<file path="src/rtl/freq_lock_pkg.sv">
// Shared types and helpers for the oscillator frequency-lock controller.
package freq_lock_pkg;

  typedef enum logic [1:0] {
    IDLE   = 2'd0,
    SEARCH = 2'd1,
    TRACK  = 2'd2,
    LOCKED = 2'd3
  } state_e;

  typedef enum logic [1:0] {
    TOO_LOW  = 2'd0,
    IN_WIN   = 2'd1,
    TOO_HIGH = 2'd2
  } cls_e;

  // Midscale trim word: only the MSB set.
  function automatic logic [31:0] trim_mid(input int unsigned trim_w);
    return 32'(1) << (trim_w - 1);
  endfunction

endpackage

</file>
<file path="src/rtl/period_meter.sv">
// Counts clk cycles per synchronised high phase of an asynchronous reference.
module period_meter
  import freq_lock_pkg::*;
#(
  parameter int unsigned CNT_W       = 16,
  parameter int unsigned SYNC_STAGES = 2
) (
  input  logic             clk,
  input  logic             res,
  input  logic             i_ref,
  input  logic             i_disarm,
  output logic [CNT_W-1:0] o_meas,
  output logic             o_meas_valid
);

  logic [SYNC_STAGES-1:0] r_sync;
  logic                   r_prev;
  logic                   r_armed;
  logic [CNT_W-1:0]       r_cnt;
  logic                   w_sync;
  logic                   w_rise;
  logic                   w_fall;

  assign w_sync = r_sync[SYNC_STAGES-1];
  assign w_rise = w_sync & ~r_prev;
  assign w_fall = ~w_sync & r_prev;

  // The rise cycle itself counts, so meas equals the synced high length.
  always_ff @(posedge clk or posedge res) begin
    if (res) begin
      r_sync       <= '0;
      r_prev       <= 1'b0;
      r_armed      <= 1'b0;
      r_cnt        <= '0;
      o_meas       <= '0;
      o_meas_valid <= 1'b0;
    end else begin
      r_sync       <= {r_sync[SYNC_STAGES-2:0], i_ref};
      r_prev       <= w_sync;
      o_meas_valid <= 1'b0;

      if (w_rise)
        r_cnt <= CNT_W'(1);
      else if (w_sync && (r_cnt != '1))
        r_cnt <= r_cnt + CNT_W'(1);

      if (i_disarm)
        r_armed <= 1'b0;
      else if (w_rise)
        r_armed <= 1'b1;
      else if (w_fall)
        r_armed <= 1'b0;

      if (w_fall && r_armed && !i_disarm) begin
        o_meas       <= r_cnt;
        o_meas_valid <= 1'b1;
      end
    end
  end

endmodule

</file>
<file path="src/rtl/freq_lock_ctrl.sv">
// Frequency-lock controller: SAR trim search, +/-1 tracking, lock/unlock hysteresis.
module freq_lock_ctrl
  import freq_lock_pkg::*;
#(
  parameter int unsigned CNT_W       = 16,
  parameter int unsigned TRIM_W      = 6,
  parameter int unsigned TOL_W       = 8,
  parameter int unsigned LOCK_CNT    = 4,
  parameter int unsigned UNLOCK_CNT  = 2,
  parameter int unsigned SYNC_STAGES = 2
) (
  input  logic              clk,
  input  logic              res,
  input  logic              enable,
  input  logic              ref_in,
  input  logic [CNT_W-1:0]  target,
  input  logic [TOL_W-1:0]  tol,
  output logic [TRIM_W-1:0] trim,
  output logic              lock,
  output logic [1:0]        state,
  output logic [CNT_W-1:0]  meas,
  output logic              meas_valid
);

  localparam int unsigned EXT_W  = CNT_W + 1;
  localparam int unsigned IDX_W  = $clog2(TRIM_W);
  localparam int unsigned GOOD_W = $clog2(LOCK_CNT + 1);
  localparam int unsigned BAD_W  = $clog2(UNLOCK_CNT + 1);
  localparam logic [TRIM_W-1:0] TRIM_MID = TRIM_W'(trim_mid(TRIM_W));
  localparam logic [IDX_W-1:0]  IDX_TOP  = IDX_W'(TRIM_W - 1);

  state_e              r_state;
  logic [TRIM_W-1:0]   r_trim;
  logic [IDX_W-1:0]    r_idx;
  logic                r_lock;
  logic [GOOD_W-1:0]   r_good;
  logic [BAD_W-1:0]    r_bad;
  logic [CNT_W-1:0]    w_meas;
  logic                w_meas_valid;
  logic                w_disarm;
  logic [EXT_W-1:0]    w_meas_x;
  logic [EXT_W-1:0]    w_tgt_x;
  logic [EXT_W-1:0]    w_tol_x;
  cls_e                w_cls;

  assign w_disarm = (r_state == IDLE) | ~enable;

  period_meter #(
    .CNT_W       (CNT_W),
    .SYNC_STAGES (SYNC_STAGES)
  ) u_meter (
    .clk          (clk),
    .res          (res),
    .i_ref        (ref_in),
    .i_disarm     (w_disarm),
    .o_meas       (w_meas),
    .o_meas_valid (w_meas_valid)
  );

  assign w_meas_x = EXT_W'(w_meas);
  assign w_tgt_x  = EXT_W'(target);
  assign w_tol_x  = EXT_W'(tol);

  // One extra bit keeps target+tol and meas+tol from wrapping.
  always_comb begin
    w_cls = IN_WIN;
    if ((w_meas == '1) || (w_meas_x > (w_tgt_x + w_tol_x)))
      w_cls = TOO_HIGH;
    else if ((w_meas_x + w_tol_x) < w_tgt_x)
      w_cls = TOO_LOW;
  end

  always_ff @(posedge clk or posedge res) begin
    if (res) begin
      r_state <= IDLE;
      r_trim  <= TRIM_MID;
      r_idx   <= IDX_TOP;
      r_lock  <= 1'b0;
      r_good  <= '0;
      r_bad   <= '0;
    end else if (!enable) begin
      r_state <= IDLE;
      r_lock  <= 1'b0;
    end else begin
      case (r_state)
        IDLE: begin
          r_state <= SEARCH;
          r_trim  <= TRIM_MID;
          r_idx   <= IDX_TOP;
          r_good  <= '0;
          r_bad   <= '0;
        end
        SEARCH: if (w_meas_valid) begin
          if (w_cls == IN_WIN) begin
            r_state <= TRACK;
            r_good  <= GOOD_W'(1);
          end else begin
            if (w_cls == TOO_HIGH)
              r_trim[r_idx] <= 1'b0;
            if (r_idx != '0) begin
              r_trim[r_idx - IDX_W'(1)] <= 1'b1;
              r_idx                     <= r_idx - IDX_W'(1);
            end else begin
              r_state <= TRACK;
              r_good  <= '0;
            end
          end
        end
        TRACK: if (w_meas_valid) begin
          case (w_cls)
            TOO_HIGH: begin
              if (r_trim != '0) r_trim <= r_trim - TRIM_W'(1);
              r_good <= '0;
            end
            TOO_LOW: begin
              if (r_trim != '1) r_trim <= r_trim + TRIM_W'(1);
              r_good <= '0;
            end
            default: begin
              if (r_good >= GOOD_W'(LOCK_CNT - 1)) begin
                r_state <= LOCKED;
                r_lock  <= 1'b1;
                r_bad   <= '0;
              end else begin
                r_good <= r_good + GOOD_W'(1);
              end
            end
          endcase
        end
        LOCKED: if (w_meas_valid) begin
          if (w_cls == IN_WIN) begin
            r_bad <= '0;
          end else if (r_bad >= BAD_W'(UNLOCK_CNT - 1)) begin
            r_state <= TRACK;
            r_lock  <= 1'b0;
            r_good  <= '0;
            r_bad   <= '0;
          end else begin
            r_bad <= r_bad + BAD_W'(1);
          end
        end
        default: r_state <= IDLE;
      endcase
    end
  end

  assign trim       = r_trim;
  assign lock       = r_lock;
  assign state      = r_state;
  assign meas       = w_meas;
  assign meas_valid = w_meas_valid;

endmodule

</file>
<file path="config.mk">
export PLATFORM = sky130hd
export DESIGN_NAME = freq_lock_ctrl
export DESIGN_NICKNAME = d
export VERILOG_FILES = /design/src/rtl/freq_lock_pkg.sv /design/src/rtl/period_meter.sv /design/src/rtl/freq_lock_ctrl.sv
export SDC_FILE = /design/constraint.sdc
export NUM_CORES = 1
export LEC_CHECK = 0
export CAP_MARGIN = 20
export CORE_UTILIZATION = 30
export CTS_CLUSTER_SIZE = 12
export DETAILED_ROUTE_END_ITERATION = 10
export GPL_TIMING_DRIVEN = 0
export PLACE_DENSITY_LB_ADDON = 0.1
export SYNTH_ARGS = -nofsm -noshare
export SYNTH_HDL_FRONTEND = slang
export SYNTH_SLANG_ARGS = --single-unit
</file>
<file path="constraint.sdc">
create_clock -name clk -period 6.2 [get_ports clk]
set_input_delay 1.24 -clock clk [delete_from_list [all_inputs] [get_ports clk]]
set_output_delay 1.24 -clock clk [all_outputs]
set_load 0.005 [all_outputs]
</file>
* Word-level counts from Yosys, hierarchy flattened
Cells that the tools add are included.
** Word-level totals
- Output and inout port bits :: 26
- Word-level logic and storage cells :: 156
- Bits in registers :: 54
- Input bits :: 28
** Cells by class
- Reduce and logical (&&, ||, !) cells :: 23
- Bitwise operators :: 9
- Eq/ne operators :: 31
- Magnitude comparators :: 8
- $add $sub $neg :: 8
- Muxes and demuxes :: 65
** Operators with widths (number)
- $mux 6 :: 11
- $mux 3 :: 12
- $add 16x8->17 :: 2
- $mux 2 :: 17
- $mux 16 :: 2
- $ne 3x3->1 const B :: 9
- $reduce_and 8->1 :: 3
- $pmux 6 s3 :: 1
- $gt 16x17->1 :: 1
- $lt 17x16->1 :: 1
- $add 16x1->16 const B :: 1
- $eq 16x16->1 const B :: 1
- $ne 16x16->1 const B :: 1
- $mux 1 :: 14
- $ne 2x2->1 const B :: 6
- $pmux 3 s4 :: 1
- $pmux 6 s2 :: 1
- $reduce_bool 3->1 :: 4
- $ne 3x2->1 const B :: 3
- $lt 3x4->1 const B :: 2
- $pmux 2 s4 :: 1
- $reduce_and 7->1 :: 1
- $add 6x1->6 const B :: 1
- $and 6x6->6 :: 1
- other kinds (31) :: 47

* Depth between registers and ports, before layout
- Depth after elaboration :: 16
- Mapped depth :: 25
- Gate-level depth less buffers :: 25

* By module
A second synthesis with hierarchy kept.
** Unflattened totals
- Cells, all modules :: 559
- Area, all modules :: 5117.4 µm²
** Modules (own cells, without submodules)
- freq_lock_ctrl :: seq. area each 429.2 µm², area an instance 3253.1 µm², instances 1, cells each 402
- period_meter :: seq. area each 925.9 µm², area an instance 1864.3 µm², instances 1, cells each 157

* Least setup slack after synthesis
Ideal clock, no wire load.
- Kind :: input to register
- From :: input port target[0]
- To :: register r_trim[5] (netlist: trim[5])
- Required time :: 6115 ps
- Cell stages on the path :: 24
- Library setup time :: 85 ps
- Data arrival time :: 5682 ps
- Path slack :: 433 ps
- Path through :: ha_1 > fa_1 > a211oi_1 > o21bai_1 > a21oi_1 > o21bai_1 > a21oi_1 > xnor2_1 > ha_1 > nand4_1 > nor2b_1 > o2bb2ai_1 > o21ai_0 > a21oi_2 > o21ai_0 > ha_1 > a21o_1 > a21oi_1 > o21bai_1 > a21oi_1 > xor2_1 > xnor2_1 > a21oi_1 > o221ai_1
** On the way
- Cells in the longest elaborated chain, start to end :: 15
** Ends and longest elaborated chain
- start, declared :: RTL line freq_lock_ctrl.sv:16 : input logic [CNT_W-1:0] target,
- $add 16x8->17 :: RTL line freq_lock_ctrl.sv:67 : if ((w_meas == '1) || (w_meas_x > (w_tgt_x + w_tol_x)))
- $gt 16x17->1 :: RTL line freq_lock_ctrl.sv:67
- $logic_or 1x1->1 :: RTL line freq_lock_ctrl.sv:67
- $mux 2 (*) :: RTL line freq_lock_ctrl.sv:67
- $eq 2x2->1 :: RTL line freq_lock_ctrl.sv:98, freq_lock_ctrl.sv:110
- $mux 6 :: RTL line freq_lock_ctrl.sv:98 : if (w_cls == TOO_HIGH)
- $mux 6 :: RTL line freq_lock_ctrl.sv:94 : if (w_cls == IN_WIN) begin
- $mux 6 :: RTL line freq_lock_ctrl.sv:93 : SEARCH: if (w_meas_valid) begin
- $mux 6 :: RTL line freq_lock_ctrl.sv:85 : case (r_state)
- $mux 6 :: RTL line freq_lock_ctrl.sv:81 : end else if (!enable) begin
- $or 6x6->6 (no line)
- $mux 6 :: RTL line freq_lock_ctrl.sv:100 : if (r_idx != '0) begin
- $mux 6 :: RTL line freq_lock_ctrl.sv:94
- $mux 6 :: RTL line freq_lock_ctrl.sv:93
- $pmux 6 s3 :: RTL line freq_lock_ctrl.sv:85
- end signal, assigned :: RTL line freq_lock_ctrl.sv:112 : if (r_trim != '0) r_trim <= r_trim - TRIM_W'(1);
- end signal, assigned :: RTL line freq_lock_ctrl.sv:116 : if (r_trim != '1) r_trim <= r_trim + TRIM_W'(1);
- end, declared :: RTL line freq_lock_ctrl.sv:33 : logic [TRIM_W-1:0] r_trim;
Mark *: on every way between the ends. The rest lies on a longest branch, timed or not. The select of a mux whose other input is x is not followed.
A chain may end at the register's enable or synchronous reset.

* Worst setup path in the final report
- From :: input port target[1]
- To :: register r_trim[5] (netlist: trim[5])
The elaborated chain is that of the path after synthesis.

==> results.cfg <==
[outcome]
status = finished clean

[grt]
grt_antenna_before_repair = 0
grt_max_degree = 43
grt_overflow = 0
grt_pass1_wl_mm = 20.84
grt_pass1_vias = 4220
gr-usage-all-layers_pct = 16.18

[timing]
finClkSkew_ns = 0.01045
timing.hold.ws_ns = 0.3538
fmaxAchievable_ghz = 0.1689
setup_viol = 0
drv_slew = 0
finalCritPeriodShare_pct = 95.50
slew_headroom_pct = 68.27
worst_pin_slew_ns = 0.4760
min_period_ns = 5.921
setup_tns_ns = 0
hold_viol_final = 0

[logic_synthesis]
syn_inst = 558
synth-seq-cells = 54
synth-async-reset-ratio_pct = 100.0
synth_flop_cell = dfrtp_1
syn_nets = 652
syn_area_sq_um = 4686
synth_mux_area_share_pct = 1.736
ys_types = 63
synthAdderAreaFrac_pct = 18.10
yosysWarnings = 0
synth-edff-count = 0
synth_top_family_by_area = simple AND/OR/NAND/NOR gates
synthSimpleGateAreaFrac_pct = 20.75
synth_compound_area_share_pct = 17.28
yosysSeqAreaShare_pct = 28.92
synthXorXnorAreaFrac_pct = 8.411
postSynthAreaPerCell_sq_um = 8.397

[cells_and_area]
n_antenna_cell = 0
final_cell_mix = nand2_1 (79), ha_1 (63), clkdlybuf4s50_1 (52)
fin_nets = 719
stdcell_area_sq_um = 5773
final_common_cell = nand2_1
drive_gt1_share_pct = 7.827
final_cell_count_no_fill = 814
syn2layout_area_growth_pct = 23.20

[pwr]
p_clk_share_pct = 25.1
power.leakage_nw = 2.652
p_int_mw = 0.7334
p_seq_share_pct = 37.2
p_sw_share_pct = 36.28
peakVddDrop_uv = 110.5
share_comb_of_total_power_pct = 37.6
power.density_nw_per_um2 = 199.3
switching_power_mw = 0.4175
p_total_mw = 1.151

[worst_setup_path]
path_class = in2reg
worst_path_largest_cell_delay_ns = 0.48
cp_slowest_cell = clkdlybuf4s50_1
endpoint_kind = flop
crit_fanout = 3
worstPathArrival_ns = 6.14
worstPathRequired_ns = 6.42
start_kind = input port

[cts]
cts_tree = yes
clk_latency_ns = 0.30
clk_pin_slew_ns = 0.08
cts-root-buf = clkbuf_16
cts_buffer_depth = 2
cts.sinks = 54
cts_hold_buf = 0
cts_buffers = 5
cts_max_level = 2

[worst_hold_path]
min_path_type = reg2reg

[placement]
io_buffers = 53
dp_cells = 800
place_hpwl_mm = 9.928
dpl_cell_area_sq_um = 5472
place_congestion = 0.8559

[drt]
first_pass_iters = 4
vias_per_cell = 5.201
ant_nets = 0
routedWlPerCell_microns = 15.38
wirelength_mm = 12.52
drtIter0Drc = 313
vias = 4234
drc = 0

[die]
io_pins = 54
die_x_microns = 127.0
row_count = 45
dieHeight_microns = 127.0
die_area_sq_um = 16120
start_util_pct = 30.82
coreArea_sq_um = 15200

[job]
drv_cap = 0
-- registers in the layout, indices dropped and copies added (netlist names) --
| signal | count |
|---|---|
| u_meter.o_meas | 16 |
| u_meter.o_meas_valid | 1 |
| u_meter.r_armed | 1 |
| u_meter.r_sync | 2 |
| r_idx | 3 |
| u_meter.r_cnt | 16 |
| state | 2 |
| r_good | 3 |
| lock | 1 |
| trim | 6 |
| u_meter.r_prev | 1 |
| r_bad | 2 |
-- cells by family (layout without fill, tap and decap cells) --
| logic type | Yosys count | after routing |
|---|---|---|
| compound gates | 119 | 119 |
| fa+ha+maj | 66 | 66 |
| flops | 54 | 54 |
| buf+inv | 58 | 126 |
| mux | 8 | 8 |
| xor+xnor | 45 | 45 |
| simple gates | 208 | 208 |
-- path summary, 6_finish.rpt --
kind                                                       end                          start  cells after the start  slack, ns
worst min-delay path               u_meter.r_sync[1]$_DFF_PP0_    u_meter.r_sync[0]$_DFF_PP0_                      0       0.35
worst max-delay path                       trim[5]$_DFFE_PP1P_                      target[1]                     26       0.28
worst min register to register     u_meter.r_sync[1]$_DFF_PP0_    u_meter.r_sync[0]$_DFF_PP0_                      0       0.35
worst max register to register             trim[5]$_DFFE_PP1P_  u_meter.o_meas[1]$_DFFE_PP0P_                     24       1.19
min in group asynchronous                     lock$_DFFE_PP0P_                            res                      2       1.22
max in group asynchronous       u_meter.o_meas[11]$_DFFE_PP0P_                            res                      3       4.43
-- timing repair --
| item | in CTS | in global routing |
|---|---|---|
| buffers inserted | 3 | 3 |
| pin swaps | 3 | 7 |
| gates resized for setup | 12 | 14 |
| endpoints found under the setup margin | 5 | 2 |
| gates cloned | 0 | 0 |
-- routing by layer --
layer	vias to the layer above	GRT usage (%)	wire length (microns)
met2	65	26.24	5509
met3	12	2.471	387
met1	2051	22.62	6478
li1	2106	-	-
met4	0	3.782	142
met5	-	0	0
-- cell usage after synthesis, drive strengths merged (4+ instances only) --
library cell	instances	area, sq um
xor2	19	166.4
ha	63	788.3
o21ai	20	103.9
and2	6	37.54
a211oi	4	30.03
or4	4	33.78
nand4	11	68.82
mux2i	7	70.07
nand2	79	296.5
o221ai	4	41.29
o21bai	8	60.06
clkbuf	9	33.78
o21a	5	37.54
o22ai	4	25.02
a21oi	32	163.9
xnor2	26	227.7
nor3	10	50.05
nor4	4	25.02
a21o	8	60.06
dfrtp	51	1276
nand3	22	110.1
nor2	46	172.7
nand2b	9	56.30
inv	46	172.7
-- through the flow --
stage | util, % | setup slack, ns
3_5_place_dp | 35.99 | -1.083
2_1_floorplan | - | 0.4327
5_1_grt | 37.98 | -0.001759
3_3_place_gp | 35.86 | -1.048
4_1_cts | 37.42 | 0.02950
6_report | 37.98 | 0.2791
-- critical path, delay by kind of cell --
family                   cells  cell delay (ns)
AO/OA/AOI/OAI               14             2.09
adder cells (fa/ha/maj)      3             0.89
buffers and inverters        2             0.57
AND/OR/NAND/NOR              4             0.89
XOR/XNOR                     3             0.46
-- power by group through the flow --
stage / combinational (mW) / clock, mW / sequential, mW
3_5_place_dp: 0.419 / 0 / 0.436
5_1_grt: 0.487 / 0.313 / 0.436
4_1_cts: 0.425 / 0.302 / 0.429
3_3_place_gp: 0.417 / 0 / 0.435
6_report: 0.433 / 0.289 / 0.429
2_1_floorplan: 0.285 / 0 / 0.425
-- cell type report --
class	instances	area, sq um
multi-input cells	446	3213
clock buffers	5	125.1
inverters	47	176.4
well taps	188	235.2
repair buffers	60	594.3
flip-flops and latches	54	1355
fillers	1558	9429
plain buffers	11	48.80
clock inverters	3	25.02
(Power assumes the default switching activity.)
